`config.mk`:
```
export PLATFORM = sky130hd
export DESIGN_NAME = board_fetch_arbiter_flat
export DESIGN_NICKNAME = d
export VERILOG_FILES = /design/src/rtl/board_fetch_arbiter_if.sv /design/src/rtl/board_fetch_arbiter.sv /design/src/flat_wrapper.sv
export SDC_FILE = /design/constraint.sdc
export NUM_CORES = 1
export LEC_CHECK = 0
export ABC_AREA = 0
export CORE_AREA = 2 2 136 138
export CTS_CLUSTER_SIZE = 24
export DETAILED_ROUTE_END_ITERATION = 8
export DIE_AREA = 0 0 138 140
export PLACE_DENSITY = 0.52
export SYNTH_ARGS = -nofsm -noshare
export SYNTH_HDL_FRONTEND = slang
export SYNTH_SLANG_ARGS = --single-unit
```
`constraint.sdc`:
```
create_clock -name clk -period 8.7 [get_ports clk]
set_input_delay 0.87 -clock clk [delete_from_list [all_inputs] [get_ports clk]]
set_output_delay 0.87 -clock clk [all_outputs]
set_load 0.02 [all_outputs]
```
`src/rtl/board_fetch_arbiter_if.sv`:
```
// Video, game-writer and board-RAM signals of the board fetch arbiter.
// slave = arbiter side, master = surrounding system.
interface board_fetch_arbiter_if #(
  parameter int CELL_W = 3,
  parameter int ADDR_W = 9
);
  logic              line_start;
  logic [9:0]        line_y;
  logic              de;
  logic [4:0]        rd_col;
  logic [CELL_W-1:0] rd_cell;

  logic              wr_req;
  logic [ADDR_W-1:0] wr_addr;
  logic [CELL_W-1:0] wr_data;
  logic              wr_gnt;

  logic [ADDR_W-1:0] ram_addr;
  logic              ram_we;
  logic [CELL_W-1:0] ram_wdata;
  logic [CELL_W-1:0] ram_rdata;

  logic              fetch_busy;
  logic              overrun;

  modport slave (
    input  line_start, line_y, de, rd_col, wr_req, wr_addr, wr_data, ram_rdata,
    output rd_cell, wr_gnt, ram_addr, ram_we, ram_wdata, fetch_busy, overrun
  );

  modport master (
    output line_start, line_y, de, rd_col, wr_req, wr_addr, wr_data, ram_rdata,
    input  rd_cell, wr_gnt, ram_addr, ram_we, ram_wdata, fetch_busy, overrun
  );
endinterface

```
`src/rtl/board_fetch_arbiter.sv`:
```
// Board RAM arbiter: prefetches one cell row (COLS+1 clk) into a line buffer in hblank; game writes
// are granted combinationally in IDLE and stall (no gnt) while a fetch is in progress.
module board_fetch_arbiter #(
  parameter int COLS    = 20,
  parameter int ROWS    = 20,
  parameter int CELL_W  = 3,
  parameter int CELL_PX = 24,
  parameter int ADDR_W  = 9
) (
  input  logic               clk,
  input  logic               rst_n,
  board_fetch_arbiter_if.slave bus
);

  typedef enum logic [1:0] {IDLE, FETCH, DRAIN} state_e;

  localparam logic [4:0] LAST_COL = 5'(COLS - 1);
  localparam logic [4:0] LAST_SUB = 5'(CELL_PX - 1);
  localparam logic [4:0] ROW_END  = 5'(ROWS);
  localparam logic [4:0] COL_END  = 5'(COLS);

  state_e            state_q, state_d;
  logic [4:0]        row_q, row_d;
  logic [4:0]        sub_q, sub_d;
  logic [4:0]        col_q, col_d;
  logic [ADDR_W-1:0] base_q, base_d;
  logic [ADDR_W-1:0] addr_hold_q;
  logic [CELL_W-1:0] lbuf_q [COLS];
  logic              de_q;
  logic              overrun_q;

  logic              trigger;
  logic              cap_en;
  logic [4:0]        cap_idx;
  logic [ADDR_W-1:0] row_base;

  // Row/sub-line tracking runs on every line_start, even while a fetch is busy.
  always_comb begin
    row_d = row_q;
    sub_d = sub_q;
    if (bus.line_start) begin
      if (bus.line_y == 10'd0) begin
        row_d = '0;
        sub_d = '0;
      end else if (sub_q == LAST_SUB) begin
        sub_d = '0;
        if (row_q != ROW_END) row_d = row_q + 5'd1;
      end else begin
        sub_d = sub_q + 5'd1;
      end
    end
  end

  assign trigger  = bus.line_start && (sub_d == 5'd0) && (row_d < ROW_END);
  assign row_base = (ADDR_W'(row_d) << 4) + (ADDR_W'(row_d) << 2);

  always_comb begin
    state_d       = state_q;
    col_d         = col_q;
    base_d        = base_q;
    bus.ram_addr  = addr_hold_q;
    bus.ram_we    = 1'b0;
    bus.ram_wdata = '0;
    bus.wr_gnt    = 1'b0;
    cap_en        = 1'b0;
    cap_idx       = col_q - 5'd1;
    case (state_q)
      IDLE: begin
        if (trigger) begin
          state_d = FETCH;
          col_d   = '0;
          base_d  = row_base;
        end else if (bus.wr_req && rst_n) begin
          bus.ram_we    = 1'b1;
          bus.ram_addr  = bus.wr_addr;
          bus.ram_wdata = bus.wr_data;
          bus.wr_gnt    = 1'b1;
        end
      end
      FETCH: begin
        // Read data lags the address by one cycle, so column k lands while col_q == k+1.
        bus.ram_addr = base_q + ADDR_W'(col_q);
        col_d        = col_q + 5'd1;
        cap_en       = (col_q != 5'd0);
        if (col_q == LAST_COL) state_d = DRAIN;
      end
      DRAIN: begin
        cap_en  = 1'b1;
        state_d = IDLE;
      end
      default: state_d = IDLE;
    endcase
  end

  always_ff @(posedge clk or negedge rst_n) begin
    if (!rst_n) begin
      state_q     <= IDLE;
      row_q       <= '0;
      sub_q       <= '0;
      col_q       <= '0;
      base_q      <= '0;
      addr_hold_q <= '0;
      de_q        <= 1'b0;
      overrun_q   <= 1'b0;
      for (int i = 0; i < COLS; i++) lbuf_q[i] <= '0;
    end else begin
      state_q     <= state_d;
      row_q       <= row_d;
      sub_q       <= sub_d;
      col_q       <= col_d;
      base_q      <= base_d;
      addr_hold_q <= bus.ram_addr;
      de_q        <= bus.de;
      if (bus.de && !de_q && (state_q != IDLE)) overrun_q <= 1'b1;
      if (cap_en) lbuf_q[cap_idx] <= bus.ram_rdata;
    end
  end

  assign bus.fetch_busy = (state_q != IDLE);
  assign bus.overrun    = overrun_q;
  assign bus.rd_cell    = (bus.rd_col < COL_END) ? lbuf_q[bus.rd_col] : '0;

endmodule

```
`src/flat_wrapper.sv`:
```
// flat-port wrapper written by rule: the top's interface ports become plain ports
module board_fetch_arbiter_flat 
#(
  parameter int COLS    = 20,
  parameter int ROWS    = 20,
  parameter int CELL_W  = 3,
  parameter int CELL_PX = 24,
  parameter int ADDR_W  = 9
)
  (clk, rst_n, bus_line_start, bus_line_y, bus_de, bus_rd_col, bus_wr_req, bus_wr_addr, bus_wr_data, bus_ram_rdata, bus_rd_cell, bus_wr_gnt, bus_ram_addr, bus_ram_we, bus_ram_wdata, bus_fetch_busy, bus_overrun);
  board_fetch_arbiter_if #(.CELL_W(CELL_W), .ADDR_W(ADDR_W)) bus_i ();
  input  logic clk;
  input  logic rst_n;
  input wire logic [$bits(bus_i.line_start)-1:0] bus_line_start;
  input wire logic [$bits(bus_i.line_y)-1:0] bus_line_y;
  input wire logic [$bits(bus_i.de)-1:0] bus_de;
  input wire logic [$bits(bus_i.rd_col)-1:0] bus_rd_col;
  input wire logic [$bits(bus_i.wr_req)-1:0] bus_wr_req;
  input wire logic [$bits(bus_i.wr_addr)-1:0] bus_wr_addr;
  input wire logic [$bits(bus_i.wr_data)-1:0] bus_wr_data;
  input wire logic [$bits(bus_i.ram_rdata)-1:0] bus_ram_rdata;
  output wire logic [$bits(bus_i.rd_cell)-1:0] bus_rd_cell;
  output wire logic [$bits(bus_i.wr_gnt)-1:0] bus_wr_gnt;
  output wire logic [$bits(bus_i.ram_addr)-1:0] bus_ram_addr;
  output wire logic [$bits(bus_i.ram_we)-1:0] bus_ram_we;
  output wire logic [$bits(bus_i.ram_wdata)-1:0] bus_ram_wdata;
  output wire logic [$bits(bus_i.fetch_busy)-1:0] bus_fetch_busy;
  output wire logic [$bits(bus_i.overrun)-1:0] bus_overrun;
  assign bus_i.line_start = bus_line_start;
  assign bus_i.line_y = bus_line_y;
  assign bus_i.de = bus_de;
  assign bus_i.rd_col = bus_rd_col;
  assign bus_i.wr_req = bus_wr_req;
  assign bus_i.wr_addr = bus_wr_addr;
  assign bus_i.wr_data = bus_wr_data;
  assign bus_i.ram_rdata = bus_ram_rdata;
  assign bus_rd_cell = bus_i.rd_cell;
  assign bus_wr_gnt = bus_i.wr_gnt;
  assign bus_ram_addr = bus_i.ram_addr;
  assign bus_ram_we = bus_i.ram_we;
  assign bus_ram_wdata = bus_i.ram_wdata;
  assign bus_fetch_busy = bus_i.fetch_busy;
  assign bus_overrun = bus_i.overrun;
  board_fetch_arbiter #(.COLS(COLS), .ROWS(ROWS), .CELL_W(CELL_W), .CELL_PX(CELL_PX), .ADDR_W(ADDR_W)) u_core (.clk(clk), .rst_n(rst_n), .bus(bus_i));
endmodule
```
==> impl_results.rst <==
.. list-table::
   :header-rows: 1

   * - Metric
     - Value
   * - Most common cell after layout, fill and taps aside
     - dfrtp_1
   * - Final std cells w/o fill
     - 730
   * - Cell area power density
     - 234.2 nW/µm²
   * - Design internal power
     - 0.9839 mW
   * - Crit Path Class
     - primary input to primary output
   * - Syn Area/Cell
     - 11.53 µm²
   * - Maximum buffer depth of the clock tree
     - 2
   * - Clock tree from TritonCTS
     - yes
   * - Most instantiated flip-flop cell in the synthesis netlist
     - dfrtp_1
   * - DRC violation total after the first TritonRoute iteration
     - 178
   * - Cell-by-cell listing of the critical path
     - clkdlybuf4s50_1 -> nand2b_1 -> or4b_1 -> a21oi_1 -> o31ai_4 -> a21oi_2 -> mux2i_1 -> clkdlybuf4s50_1
   * - Sequential cell area fraction in the yosys report
     - 45.11%
   * - Buf/Inv on CP
     - 2
   * - First-pass GRT wire length
     - 19110 µm
   * - Maximum operating frequency
     - 187.6 MHz
   * - Total of warnings raised by yosys
     - 0
   * - Die extent in x
     - 138 µm
   * - Largest net degree at the start of global routing
     - 62
   * - Via Count
     - 3611
   * - Type of origin of the critical path
     - primary input
   * - Reg clk slew, reported paths
     - 0.06 ns
   * - DIE HEIGHT
     - 140 µm
   * - Final Cycle Share
     - 61.28%
   * - Port bufs
     - 53
   * - Critical Path Most Common Cell
     - clkdlybuf4s50_1
   * - EDFF count, synth
     - 0
   * - Worst hold path class
     - flip-flop to flip-flop
   * - Post-route minimum period
     - 5.331 ns
   * - Net Sw Frac
     - 33.43%
   * - Netlist area before placement
     - 5270 µm²
   * - WL final
     - 11750 µm
   * - Total Nets Final
     - 551
   * - Delay of the slowest cell on the worst path
     - 0.82 ns
   * - Max-capacitance violation count
     - 0
   * - Share of post-route cells with drive strength above 1
     - 20.96%
   * - Clk network pwr share
     - 29.1%
   * - Clk_skew
     - 0.003824 ns
   * - Smallest hold slack
     - 0.4669 ns
   * - CTS H-tree depth
     - 3
   * - Run status
     - finished, final reports clean
   * - Cells after DPL
     - 714
   * - Sum Neg Setup Slack
     - 0 ns
   * - Area delta synth->final
     - 19.73%
   * - Initial standard-cell utilization of the core
     - 29.64%
   * - TritonCTS buffer count
     - 9
   * - Kind of end point of the critical path
     - primary output
   * - Max rail drop VDD
     - 0.0001848 V
   * - Cell at the root of the clock tree
     - clkbuf_16
   * - Slack of the worst reg-to-reg path
     - 5.43 ns
   * - Sequential Power Share
     - 38.7%
   * - Post-Syn Instances
     - 457
   * - Slew of the pin with the lowest slew margin
     - 1.116 ns
   * - Required @ worst endpoint
     - 7.83 ns
   * - Hold-fix buffer count after cts
     - 0
   * - Wire length per cell
     - 16.10 µm
   * - Sequential cell area
     - 2377 µm²
   * - Distinct cells, synth
     - 53
   * - Combinational share of power
     - 32.2%
   * - Antenna cell count
     - 0
   * - Placement Rows
     - 49
   * - Biggest fanout along the worst timing path
     - 17
   * - Mapped Nets
     - 512
   * - Post-DP HPWL
     - 8332 µm
   * - Net switching power
     - 0.4941 mW
   * - Number of nets with antenna violations after detailed routing
     - 0
   * - Core Region
     - 17780 µm²
   * - Buffers inserted by post-CTS timing repair
     - 0
   * - Max-Slew Margin vs Limit
     - 25.34%
   * - Max stage delay cell, worst path
     - clkdlybuf4s50_1
   * - IO Count
     - 54
   * - Vias in the first global route
     - 3571
   * - Congestion Overflow GR
     - 0
   * - Total track usage
     - 12.49%
   * - Number of filler instances in the final layout
     - 1759
   * - Cell family with most CP delay
     - buffers and inverters
   * - Synthesis-stage register bit count
     - 95
   * - Clock insertion delay at the later pin of the skew report
     - 0.35 ns
   * - WP data arrival
     - 4.46 ns
   * - Lkg Pwr
     - 2.650 nW
   * - Multi-input logic area
     - 2730 µm²
   * - RSZ-0062 raised after global routing
     - false
   * - Number of slew-limit violations in the final report
     - 0
   * - Share of synthesized flip-flops with an asynchronous set or reset
     - 100.0%
   * - Post-cts gate resize count
     - 0
   * - Routed vias/inst
     - 4.947
   * - Routability cong.
     - 0.7971
   * - Overall die area
     - 19320 µm²
   * - Count of TritonRoute iterations in the first routing pass
     - 4
   * - DRC violation count after routing
     - 0
   * - Most frequent cells in the layout
     - 95 x dfrtp_1, 66 x mux2_2, 52 x clkdlybuf4s50_1
   * - Count of final setup violators
     - 0
   * - Number of antenna violations at the first check in global routing
     - 0
   * - Final Hold Fails
     - 0
   * - Clk sink count
     - 95
==> power groups by stage <==
stage	logic [mW]	registers [mW]	clock network, mW
global route	0.529	0.583	0.464
finish	0.476	0.572	0.430
global placement	0.473	0.579	0
CTS	0.484	0.572	0.446
detailed placement	0.481	0.581	0
floorplan	0.327	0.558	0
==> worst paths after layout <==
path / cells past startpoint / startpoint / to
max in group asynchronous: 2 / rst_n / u_core.lbuf_q[56]
setup / recovery: 8 / bus_line_start / bus_ram_addr[1]
hold / removal: 1 / u_core.bus.overrun / u_core.bus.overrun
min in group asynchronous: 1 / rst_n / u_core.lbuf_q[46]
setup reg to reg: 10 / u_core.sub_q[0] / u_core.base_q[8]
hold reg to reg: 1 / u_core.bus.overrun / u_core.bus.overrun
==> state kept, by name (all words and copies together) (netlist names) <==
name / flops
u_core.de_q: 1
u_core.row_q: 5
u_core.col_q: 5
u_core.bus.overrun: 1
u_core.lbuf_q: 60
u_core.state_q: 2
u_core.addr_hold_q: 9
u_core.base_q: 7
u_core.sub_q: 5
==> layer usage <==
| layer | track usage (%) | vias up | wire length, µm |
|---|---|---|---|
| li1 | - | 1731 | - |
| met1 | 16.45 | 1798 | 5571 |
| met2 | 20.27 | 75 | 5570 |
| met3 | 3.692 | 7 | 531 |
| met4 | 3.222 | 0 | 78 |
| met5 | 0 | - | 0 |
==> logic make-up after synthesis <==
group | Yosys count | share of synthesized area [%]
flops | 95 | 45.11
compound gates | 78 | 9.734
fa+ha+maj | 20 | 5.033
buf+inv | 41 | 3.086
mux | 101 | 24.31
simple gates | 113 | 11.23
xor+xnor | 9 | 1.496
==> Yosys cell counts, types with 9 or more instances <==
library cell	count	area, µm²
nand2b_1	9	56.30
ha_1	18	225.2
nand3_1	18	90.09
dfrtp_1	95	2377
mux4_2	15	337.8
o21ai_0	21	105.1
nand2_1	22	82.58
nor2_1	30	112.6
a21oi_1	22	110.1
inv_1	14	52.55
mux2i_1	20	200.2
mux2_2	66	743.2
clkbuf_1	21	78.83
==> layout make-up <==
cell class              instances  share of cell area (%)
multi-input cells             321                   43.27
clock inverters                 5                   1.289
clock buffers                  11                   3.847
inverters                      15                  0.8923
flip-flops and latches         95                   37.68
well taps                     229                   4.541
repair buffers                 54                   8.487
==> stage by stage <==
stage	utilization, %	instance area (µm²)	setup WS (ns)	total power, mW
finish	35.49	6310	3.369	1.478
global route	35.49	6310	3.146	1.576
floorplan	-	5270	4.676	0.8851
global placement	33.67	5986	3.441	1.052
detailed placement	33.67	5986	3.351	1.062
CTS	35.49	6310	3.340	1.501
Note: power is estimated with default switching activity, not from simulation.
